==> config.mk <==
export PLATFORM = sky130hd
export DESIGN_NAME = pc_seq_ctrl
export DESIGN_NICKNAME = d
export VERILOG_FILES = /design/src/rtl/pc_seq_ctrl.sv
export SDC_FILE = /design/constraint.sdc
export NUM_CORES = 1
export LEC_CHECK = 0
export CAP_MARGIN = 15
export CORE_UTILIZATION = 40
export CTS_BUF_LIST = sky130_fd_sc_hd__clkbuf_8
export CTS_CLUSTER_DIAMETER = 50
export DETAILED_ROUTE_END_ITERATION = 7
export GPL_TIMING_DRIVEN = 0
export PLACE_DENSITY = 0.74
export SLEW_MARGIN = 25
export SYNTH_ARGS = -nofsm -noshare
export SYNTH_HDL_FRONTEND = slang
export SYNTH_SLANG_ARGS = --single-unit
==> constraint.sdc <==
create_clock -name i_clk -period 3.6 [get_ports i_clk]
set_input_delay 0.36 -clock i_clk [delete_from_list [all_inputs] [get_ports i_clk]]
set_output_delay 0.36 -clock i_clk [all_outputs]
set_load 0.01 [all_outputs]
==> src/rtl/pc_seq_ctrl.sv <==
// Multi-cycle fetch/execute/memory/writeback sequencer for the single-issue core.
// Optional macro SEQ_TIMEOUT_EN adds an abort-to-halt timeout on S_WAIT/S_MEM.
module pc_seq_ctrl #(
    parameter int WIDTH   = 32,
    parameter int TIMEOUT = 255
) (
    input  logic             i_clk,
    input  logic             i_rst,
    input  logic [WIDTH-1:0] i_pc,
    output logic             o_if_valid,
    output logic [WIDTH-1:0] o_if_addr,
    input  logic             i_if_ready,
    input  logic             i_if_rvalid,
    input  logic [31:0]      i_if_rdata,
    output logic [31:0]      o_inst,
    output logic             o_inst_valid,
    input  logic             i_is_load,
    input  logic             i_is_store,
    input  logic             i_halt,
    output logic             o_ls_valid,
    input  logic             i_ls_ready,
    input  logic             i_ls_done,
    output logic             o_pc_wen,
    output logic             o_rf_wen,
    output logic             o_halted,
    output logic [63:0]      o_instret,
    output logic             o_timeout
);

    typedef enum logic [2:0] {
        S_IF   = 3'd0,
        S_WAIT = 3'd1,
        S_EX   = 3'd2,
        S_MEM  = 3'd3,
        S_WB   = 3'd4,
        S_HALT = 3'd5
    } state_t;

    state_t      state_q, state_d;
    logic [31:0] inst_q, inst_d;
    logic        acc_q, acc_d;       // LSU request already accepted
    logic        st_q, st_d;         // current instruction is a store
    logic [63:0] instret_q, instret_d;
    logic        tmo_hit;

`ifdef SEQ_TIMEOUT_EN
    localparam int CW = $clog2(TIMEOUT + 1);
    logic [CW-1:0] cnt_q;

    // Zero whenever outside the wait states, so each entry starts counting afresh.
    always_ff @(posedge i_clk) begin
        if (i_rst || !(state_q == S_WAIT || state_q == S_MEM)) begin
            cnt_q <= '0;
        end else begin
            cnt_q <= cnt_q + CW'(1);
        end
    end

    assign tmo_hit = (cnt_q == CW'(TIMEOUT - 1));
`else
    assign tmo_hit = 1'b0;
`endif

    always_ff @(posedge i_clk) begin
        if (i_rst) begin
            state_q   <= S_IF;
            inst_q    <= '0;
            acc_q     <= 1'b0;
            st_q      <= 1'b0;
            instret_q <= '0;
        end else begin
            state_q   <= state_d;
            inst_q    <= inst_d;
            acc_q     <= acc_d;
            st_q      <= st_d;
            instret_q <= instret_d;
        end
    end

    always_comb begin
        state_d      = state_q;
        inst_d       = inst_q;
        acc_d        = acc_q;
        st_d         = st_q;
        instret_d    = instret_q;
        o_if_valid   = 1'b0;
        o_if_addr    = '0;
        o_inst_valid = 1'b0;
        o_ls_valid   = 1'b0;
        o_pc_wen     = 1'b0;
        o_rf_wen     = 1'b0;
        o_halted     = 1'b0;
        o_timeout    = 1'b0;
        case (state_q)
            S_IF: begin
                o_if_valid = 1'b1;
                o_if_addr  = i_pc;
                // rvalid without ready is a stale response and is dropped
                if (i_if_ready) begin
                    if (i_if_rvalid) begin
                        inst_d  = i_if_rdata;
                        state_d = S_EX;
                    end else begin
                        state_d = S_WAIT;
                    end
                end
            end
            S_WAIT: begin
                if (i_if_rvalid) begin
                    inst_d  = i_if_rdata;
                    state_d = S_EX;
                end else if (tmo_hit) begin
                    o_timeout = 1'b1;
                    state_d   = S_HALT;
                end
            end
            S_EX: begin
                o_inst_valid = 1'b1;
                st_d         = i_is_store;
                acc_d        = 1'b0;
                if (i_halt) begin
                    state_d = S_HALT;
                end else if (i_is_load || i_is_store) begin
                    state_d = S_MEM;
                end else begin
                    state_d = S_WB;
                end
            end
            S_MEM: begin
                o_ls_valid = !acc_q;
                if (!acc_q && i_ls_ready) begin
                    acc_d = 1'b1;
                end
                if (i_ls_done && (acc_q || i_ls_ready)) begin
                    state_d = S_WB;
                end else if (tmo_hit) begin
                    o_timeout = 1'b1;
                    state_d   = S_HALT;
                end
            end
            S_WB: begin
                o_pc_wen  = 1'b1;
                o_rf_wen  = !st_q;
                instret_d = instret_q + 64'd1;
                state_d   = S_IF;
            end
            S_HALT: begin
                o_halted = 1'b1;
            end
            default: begin
                state_d = S_IF;
            end
        endcase
    end

    assign o_inst    = inst_q;
    assign o_instret = instret_q;

endmodule

==> results of run 1 <==
-- flip-flops by register name, indices dropped and copies added (netlist names) --
signal	flops
acc_q	1
st_q	1
o_inst	32
o_instret	64
state_q	3
-- layout make-up --
| cell class | count | area, sq um |
|---|---|---|
| Sequential cell | 101 | 2020 |
| Inverter | 8 | 30.0 |
| Timing Repair Buffer | 206 | 2060 |
| Clock buffer | 10 | 138 |
| Tap cell | 143 | 179 |
| Clock inverter | 6 | 86.3 |
| Fill cell | 1027 | 4300 |
| Buffer | 31 | 148 |
| Multi-Input combinational cell | 418 | 2550 |
-- through the flow --
| step | setup slack [ns] | cell area [sq um] | cells | hold WS, ns |
|---|---|---|---|---|
| detailed placement | 0.786 | 6990 | 907 | 0.474 |
| finish | 0.586 | 7220 | 923 | 0.487 |
| CTS | 0.566 | 7220 | 923 | 0.488 |
| floorplan | 1.30 | 4750 | 558 | 0.461 |
| global placement | 0.915 | 6990 | 907 | 0.468 |
| global route | 0.403 | 7220 | 923 | 0.539 |
-- final timing paths --
path	endpoint	from	cells past startpoint	slack [ns]
setup / recovery	o_if_addr[22]	state_q[1]$_SDFFE_PP0P_	5	0.59
hold / removal	o_instret[63]$_SDFFE_PP0N_	o_instret[63]$_SDFFE_PP0N_	2	0.49
setup reg to reg	o_instret[56]$_SDFFE_PP0N_	state_q[2]$_SDFFE_PP0P_	8	0.79
hold reg to reg	o_instret[63]$_SDFFE_PP0N_	o_instret[63]$_SDFFE_PP0N_	2	0.49
-- layer usage --
layer	global-route usage [%]	wire, um
met2	42.6	7510
met3	5.58	765
met4	7.93	247
met1	28.9	6150
met5	0	0
-- kinds of logic (layout without fill, tap and decap cells) --
family / after synthesis / in the layout
multiplexers: 35 / 35
XOR/XNOR: 31 / 31
AND/OR/NAND/NOR: 279 / 279
other: 1 / 1
buffers and inverters: 39 / 261
AO/OA/AOI/OAI: 71 / 71
flip-flops: 101 / 101
adder cells (fa/ha/maj): 1 / 1
-- Yosys cell counts, drive strengths merged, types with 5 or more instances --
cell type,instances,area (sq um)
o21ai,14,70.1
xor2,14,123
xnor2,17,149
nor2,84,315
nor4,13,87.6
o41ai,5,43.8
nand3,22,110
or3,17,108
dfxtp,101,2020
nand4,20,125
and4,5,43.8
buf,8,56.3
o31ai,14,105
and2,37,231
nand2,30,113
mux2i,33,330
nor3,10,50.1
inv,8,30.0
a21oi,33,165
or2,5,31.3
and3,6,37.5
or4,11,82.6
clkbuf,22,82.6
-- power groups by stage --
stage          logic, mW  clock network [mW]  registers, mW
5_1_grt            0.663               0.872           1.19
3_3_place_gp       0.611                   0           1.21
6_report           0.617               0.813           1.18
4_1_cts            0.623               0.832           1.18
2_1_floorplan      0.261                   0           1.22
3_5_place_dp       0.620                   0           1.21
-- worst min-delay path: cells and delay by family (launching register included) --
| kind | cells | cell delay [ns] |
|---|---|---|
| AOI/OAI and AO/OA | 2 | 0.11 |
| DFF | 1 | 0.33 |
==> metrics.txt, run 1 <==
status=finished with violations; violated checks=design-rule violations; endpoint class of the critical path=output port; combinational share of power=23.6%; layout cells sized above 1=4.74%; Slew Limit Fails=0; Fin Clk Skew=0.0139 ns; sequential share of power=45.2%; Pwr Density=362 nW/um^2; crit path max fanout=10; global-route wire length before repair=23,900 um; post-layout min period=3.01 ns; Die ar.=12,300 sq um; Internal=1.92 mW; Core ar.=11,500 sq um; initial antenna violation count=0; # IOs=208; Sw Share=26.3%; DRC=16; Mapped Area=4750 sq um; DRT iter0 DRCs=265; port buffer count=206; clock power share=31.1%; Max VDD drop=239 uV; adder-cell area share of the yosys netlist=0.263%; WP data arrival=2.65 ns; Ys Warns=0; Num CTS Buffers=9; cells after synthesis=558; pin count of the biggest net entering global routing=17; Least-Margin Pin Slew=0.785 ns; WP buf/inv=3; Initial Util=41.3%; Pre-Repair DR Iteration Count=6; register area share after synthesis=42.5%; Die Y-Extent=111 um; #FFs+latches synth=101; Net Switching=0.687 mW; worst setup path class=flop to output port; post-synthesis mux area share=7.42%; cts repair resizes=0; post-synthesis simple-gate area fraction=31.4%; gpl congestion=0.840; CP startpoint kind=flop; setup TNS=0 ns; Setup violations, final=0; vias per inst=5.36; die extent in x=111 um; slowest cell on the critical path=nor3_1; CTS tree=yes; max incr delay on CP=0.60 ns; Row Count=39; crit-path cells=clkbuf_1 > nor3_1 > clkbuf_1 > and2_1 > clkdlybuf4s50_1; post-synth net total=632; drt total wl=14,700 um; Main synth FF type=dfxtp_1; Area Overhead vs Synth=51.9%; leading cell types in the layout, fill and taps excluded=206 x clkdlybuf4s50_1, 101 x dfxtp_1, 84 x nor2_1; largest family of logic cells by synthesized area=simple AND/OR/NAND/NOR gates; relative slew slack=47.3%; share of flip-flops with an asynchronous set or reset=0%; XOR/XNOR Fraction of Synth Area=5.71%; fmax=0.332 GHz; most common cell after layout, fill and taps aside=clkdlybuf4s50_1; clk_lat worst skew=0.38 ns; WL/cell=15.9 um; number of synthesized flops with an enable pin=0; Antenna Nets Post-Route=0; ratio of final minimum period to clock period=83.7%; Final Hold Viols=0; RSZ-0062 raised after global routing=false; DP HPWL=11,200 um; Clock transition at path regs=0.10 ns; Hold Path Class=flop to flop; CTS Buffer Depth=2; Vias=4,943; PnR Total Power=2.61 mW; leakage dissipation=2.40 nW; CTS Hold Buffers Added=0; Post-CTS Setup Repair Bufs=0; Most Frequent Cell on Critical Path=clkbuf_1; ANT cells=0; post-synthesis compound-gate area fraction=8.90%; Avg Cell Area, Syn=8.52 sq um; Max Cap Viol=0; worst path required time=3.24 ns; root buf cell=clkbuf_8; H-tree Lvls=3; vias in the first global route=4,802; family with the most delay on the worst path=buffers and inverters; fin util=62.7%; CTS Sinks=101; GRT Residual Overflow=0; Nets=849; Tot GR Track Use=24.2%; library cells used by synthesis=47
(Power assumes the default switching activity.)
==> inputs of run 2 (changes only) <==
Clock period 3.6 ns to 2.8 ns, I/O delays scaled along.
==> metrics.txt, run 2 (synthesis gave the netlist of run 1 again) <==
DRC=16 (unchanged); status=finished with violations; clk_lat worst skew=0.38 ns (about the same); Sw Share=26.4% (+0.061 points); Clock transition at path regs=0.10 ns (about the same); CTS Sinks=101 (unchanged); fmax=0.379 GHz; Internal=2.48 mW (+29%); Hold Path Class=flop to flop; CTS tree=yes; die extent in x=111 um (unchanged); CTS Hold Buffers Added=0 (unchanged); H-tree Lvls=3 (unchanged); register area=2020 sq um (unchanged); Setup violations, final=0 (unchanged); layout cells sized above 1=5.49% (+0.75 points); Num CTS Buffers=9 (unchanged); WL/cell=15.9 um (+0.21%); global-route wire length before repair=24,000 um (+0.49%); Max Cap Viol=0 (unchanged); WP buf/inv=3 (unchanged); Nets=852 (+0.35%); family with the most delay on the worst path=buffers and inverters; Row Count=39 (unchanged); crit path max fanout=10 (unchanged); FILL cells=1,025 (-0.19%); Vias=4,951 (+0.16%); Core ar.=11,500 sq um (unchanged); setup TNS=0 ns (unchanged); Die Y-Extent=111 um (unchanged); Fin Clk Skew=0.0141 ns (+0.000154 ns); Pwr Density=463 nW/um^2 (+28%); GRT met2 Usage=43.0% (+0.38 points); Least-Margin Pin Slew=0.788 ns (+0.00305 ns); violated checks=design-rule violations; clock power share=31.0% (about the same); worst setup path class=flop to output port; max reg flops=64 (unchanged); DRT iter0 DRCs=253 (-4.5%); met1 usage=29.1% (+0.10 points); max incr delay on CP=0.55 ns (-0.05 ns); vias per inst=5.35 (-0.16%); Die ar.=12,300 sq um (unchanged); Initial Util=41.3% (unchanged); Final Hold Viols=0 (unchanged); WP data arrival=2.36 ns (-0.29 ns); ANT cells=0 (unchanged); most common cell after layout, fill and taps aside=clkdlybuf4s50_1; Net Switching=0.887 mW (+29%); fin util=63.1% (+0.42 points); leading cell types in the layout, fill and taps excluded=206 x clkdlybuf4s50_1, 101 x dfxtp_1, 84 x nor2_1; CTS Buffer Depth=2 (unchanged); ratio of final minimum period to clock period=94.3%; endpoint class of the critical path=output port; worst path required time=2.52 ns (-0.72 ns); CP startpoint kind=flop; drt total wl=14,700 um (+0.54%); Tot GR Track Use=24.3% (+0.12 points); DP HPWL=11,200 um (unchanged); pin count of the biggest net entering global routing=17 (unchanged); initial antenna violation count=0 (unchanged); vias in the first global route=4,813 (+0.23%); Layout Cells excl Fill=926 (+0.33%); Area Overhead vs Synth=52.9%; post-layout min period=2.64 ns; Most Frequent Cell on Critical Path=clkbuf_1; port buffer count=206 (unchanged); combinational share of power=23.8% (+0.2 points); gpl congestion=0.840 (unchanged); sequential share of power=45.1% (about the same); crit-path cells=clkbuf_1 > nor3_4 > clkbuf_1 > and2_1 > clkdlybuf4s50_1; # placed instances=907 (unchanged); Antenna Nets Post-Route=0 (unchanged); relative slew slack=47.1% (-0.20 points); RSZ-0062 raised after global routing=true; GRT Residual Overflow=0 (unchanged); Pre-Repair DR Iteration Count=7 (+1); slowest cell on the critical path=clkdlybuf4s50_1; root buf cell=clkbuf_8; # IOs=208 (unchanged); leakage dissipation=2.43 nW (+1.2%); global routing usage on met3=5.47% (-0.11 points); Slew Limit Fails=0 (unchanged); area of the multi-input gates=2560 sq um (+0.44%); Max VDD drop=307 uV (+29%); GRT busiest layer=met2
## run 2: tightest hold or removal path, cell delays in order, from the launching register on
cell	delay, ns
dfxtp_1	0.33
o31ai_1	0.06
a21oi_1	0.05
## run 2: metal layers
metal | vias to the layer above | part of all wire (%)
met1 | 2367 | 41
met3 | 19 | 5.5
met4 | 0 | 1.8
met2 | 142 | 51
li1 | 2423 | -
met5 | - | 0
## run 2: layout make-up
| cell class | instances | share of cell area [%] |
|---|---|---|
| Timing Repair Buffer | 209 | 28.9 |
| Buffer | 31 | 2.07 |
| Clock buffer | 10 | 1.89 |
| Sequential cell | 101 | 27.8 |
| Clock inverter | 6 | 1.19 |
| Tap cell | 143 | 2.46 |
| Multi-Input combinational cell | 418 | 35.3 |
| Inverter | 8 | 0.413 |
## run 2: timing repair
| action | 4_1_cts | 5_1_grt |
|---|---|---|
| gates resized for setup | 1 | 5 |
| buffers inserted | 3 | 0 |
| pin swaps | 1 | 0 |
| endpoints found under the setup margin | 33 | 18 |
| endpoints found under the hold margin | 0 | 0 |
## run 2: final timing paths
kind                                                 start                          to  slack [ns]  depth (start not counted)
worst max register to register  o_instret[31]$_SDFFE_PP0N_  o_instret[63]$_SDFFE_PP0N_        0.19                          5
worst min-delay path            o_instret[63]$_SDFFE_PP0N_  o_instret[63]$_SDFFE_PP0N_        0.49                          2
worst min register to register  o_instret[63]$_SDFFE_PP0N_  o_instret[63]$_SDFFE_PP0N_        0.49                          2
worst max-delay path               state_q[1]$_SDFFE_PP0P_               o_if_addr[25]        0.16                          5
## run 2: power by group through the flow
| stage | registers (mW) | clock network (mW) | logic, mW |
|---|---|---|---|
| 6_report | 1.52 | 1.04 | 0.802 |
| 5_1_grt | 1.53 | 1.12 | 0.859 |
| 4_1_cts | 1.52 | 1.07 | 0.803 |
| 3_5_place_dp | 1.55 | 0 | 0.797 |
| 3_3_place_gp | 1.55 | 0 | 0.785 |
| 2_1_floorplan | 1.57 | 0 | 0.335 |
## run 2: per-stage QoR
| stage | instance area [sq um] | setup WS [ns] | total power [mW] | hold slack (ns) |
|---|---|---|---|---|
| 2_1_floorplan | 4750 | 0.500 | 1.91 | 0.427 |
| 3_3_place_gp | 6990 | 0.129 | 2.33 | 0.468 |
| 3_5_place_dp | 6990 | -0.0138 | 2.35 | 0.474 |
| 4_1_cts | 7260 | 0.0705 | 3.39 | 0.488 |
| 5_1_grt | 7270 | -0.00416 | 3.50 | 0.496 |
| 6_report | 7270 | 0.161 | 3.37 | 0.487 |
==> inputs of run 3 (changes only) <==
Settings changed: RECOVER_POWER set to 50, SLEW_MARGIN 25 to 20.
==> metrics.txt, run 3 (synthesis gave the netlist of run 1 again) <==
Least-Margin Pin Slew=0.767 ns (-0.0208 ns); Setup violations, final=0 (unchanged); Die ar.=12,300 sq um (unchanged); Num CTS Buffers=9 (unchanged); area of the multi-input gates=2560 sq um (unchanged); CTS tree=yes; Area Overhead vs Synth=52.9% (unchanged); DP HPWL=11,200 um (unchanged); drt total wl=14,600 um (-0.75%); setup TNS=0 ns (unchanged); Pwr Density=459 nW/um^2 (-0.79%); Core ar.=11,500 sq um (unchanged); PnR Total Power=3.34 mW (-0.79%); Tot GR Track Use=24.3% (unchanged); gpl congestion=0.840 (unchanged); FILL cells=1,025 (unchanged); worst r2r path cells=6 (+1); Layout Cells excl Fill=926 (unchanged); initial antenna violation count=0 (unchanged); met1 usage=29.1% (unchanged); GRT busiest layer=met2; Pre-Repair DR Iteration Count=7 (unchanged); Nets=852 (unchanged); global-route wire length before repair=24,000 um (unchanged); Die Y-Extent=111 um (unchanged); leakage dissipation=2.76 nW (+14%); Hold Path Class=flop to flop; DRC=16 (unchanged); Fin Clk Skew=0.0128 ns (-0.00121 ns); port buffer count=206 (unchanged); worst path required time=2.52 ns (about the same); leading cell types in the layout, fill and taps excluded=109 x clkdlybuf4s50_1, 101 x dfxtp_1, 97 x dlygate4sd3_1; layout cells sized above 1=5.36% (-0.13 points); WP data arrival=2.34 ns (-0.02 ns); fmax=0.381 GHz (+0.57%); DRT iter0 DRCs=223 (-12%); post-layout min period=2.62 ns (-0.0150 ns); Antenna Nets Post-Route=0 (unchanged); vias per inst=5.36 (+0.32%); relative slew slack=48.4% (+1.4 points); Max Cap Viol=0 (unchanged); endpoint class of the critical path=output port; status=finished with violations; most common cell after layout, fill and taps aside=clkdlybuf4s50_1; # placed instances=907 (unchanged); Row Count=39 (unchanged); Final Hold Viols=0 (unchanged); pin count of the biggest net entering global routing=17 (unchanged); register area=2020 sq um (unchanged); Initial Util=41.3% (unchanged); die extent in x=111 um (unchanged); H-tree Lvls=3 (unchanged); violated checks=design-rule violations; CP startpoint kind=flop; global routing usage on met3=5.47% (unchanged); WL/cell=15.8 um (-0.75%); ratio of final minimum period to clock period=93.7% (-0.54 points); CTS Sinks=101 (unchanged); Max VDD drop=304 uV (-1.1%); GRT met2 Usage=43.0% (unchanged); crit path max fanout=10 (unchanged); # IOs=208 (unchanged); vias in the first global route=4,813 (unchanged); clk_lat worst skew=0.38 ns (about the same); worst hold path depth=2 (unchanged); Slew Limit Fails=0 (unchanged); root buf cell=clkbuf_8; GRT Residual Overflow=0 (unchanged); ANT cells=0 (unchanged); Vias=4,967 (+0.32%); Clock transition at path regs=0.10 ns (about the same); CTS Buffer Depth=2 (unchanged); worst setup path class=flop to output port; RSZ-0062 raised after global routing=true; max reg flops=64 (unchanged)
[run 3: cell count changes in the layout (fill, tap and decap cells not counted), sizes merged]
cell           delta
clkdlybuf4s50    -97
dlygate4sd3      +97
[run 3: layout make-up]
cell class                 count  share of cell area (%)
buffer                        31                    2.07
clock buffer                  10                    1.89
clock inverter                 6                    1.19
inverter                       8                   0.413
multi-input combinational    418                    35.3
sequential                   101                    27.8
tap                          143                    2.46
timing repair buffer         209                    28.9
[run 3: report_power, final]
| group | internal (mW) | switching (mW) |
|---|---|---|
| sequential | 1.49 | 0.0268 |
| clock | 0.528 | 0.511 |
| combinational | 0.444 | 0.340 |
| total | 2.46 | 0.877 |
[run 3: what timing repair did]
item	4_1_cts	5_1_grt
hold buffers	0	0
setup endpoints to repair	33	18
resized for setup	1	5
setup buffers	3	0
pin swaps	1	0
[run 3: worst paths after layout]
path              slack (ns)                    endpoint                        from
setup / recovery        0.18               o_if_addr[22]     state_q[1]$_SDFFE_PP0P_
hold reg to reg         0.48  o_instret[63]$_SDFFE_PP0N_  o_instret[63]$_SDFFE_PP0N_
setup reg to reg        0.23  o_instret[47]$_SDFFE_PP0N_  o_instret[11]$_SDFFE_PP0N_
hold / removal          0.48  o_instret[63]$_SDFFE_PP0N_  o_instret[63]$_SDFFE_PP0N_
[run 3: stage by stage]
step           setup WS [ns]  utilization (%)  area (sq um)  hold WS (ns)
6_report               0.176             63.1          7270         0.481
3_3_place_gp           0.129             60.7          6990         0.468
2_1_floorplan          0.500                -          4750         0.427
5_1_grt             -0.00416             63.1          7270         0.496
4_1_cts               0.0705             63.0          7260         0.488
3_5_place_dp         -0.0138             60.7          6990         0.474
[run 3: worst max-delay path: stages, from the launching register on]
cell             delay (ns)
dfxtp_1                0.32
clkbuf_1               0.22
nor3_4                 0.30
clkbuf_1               0.34
and2_1                 0.24
clkdlybuf4s50_1        0.56
[run 3: metal layers]
layer  wire length [um]  up-vias
met5                  0        -
met2               7540      145
met3                819       20
li1                   -     2429
met4                255        0
met1               6020     2373
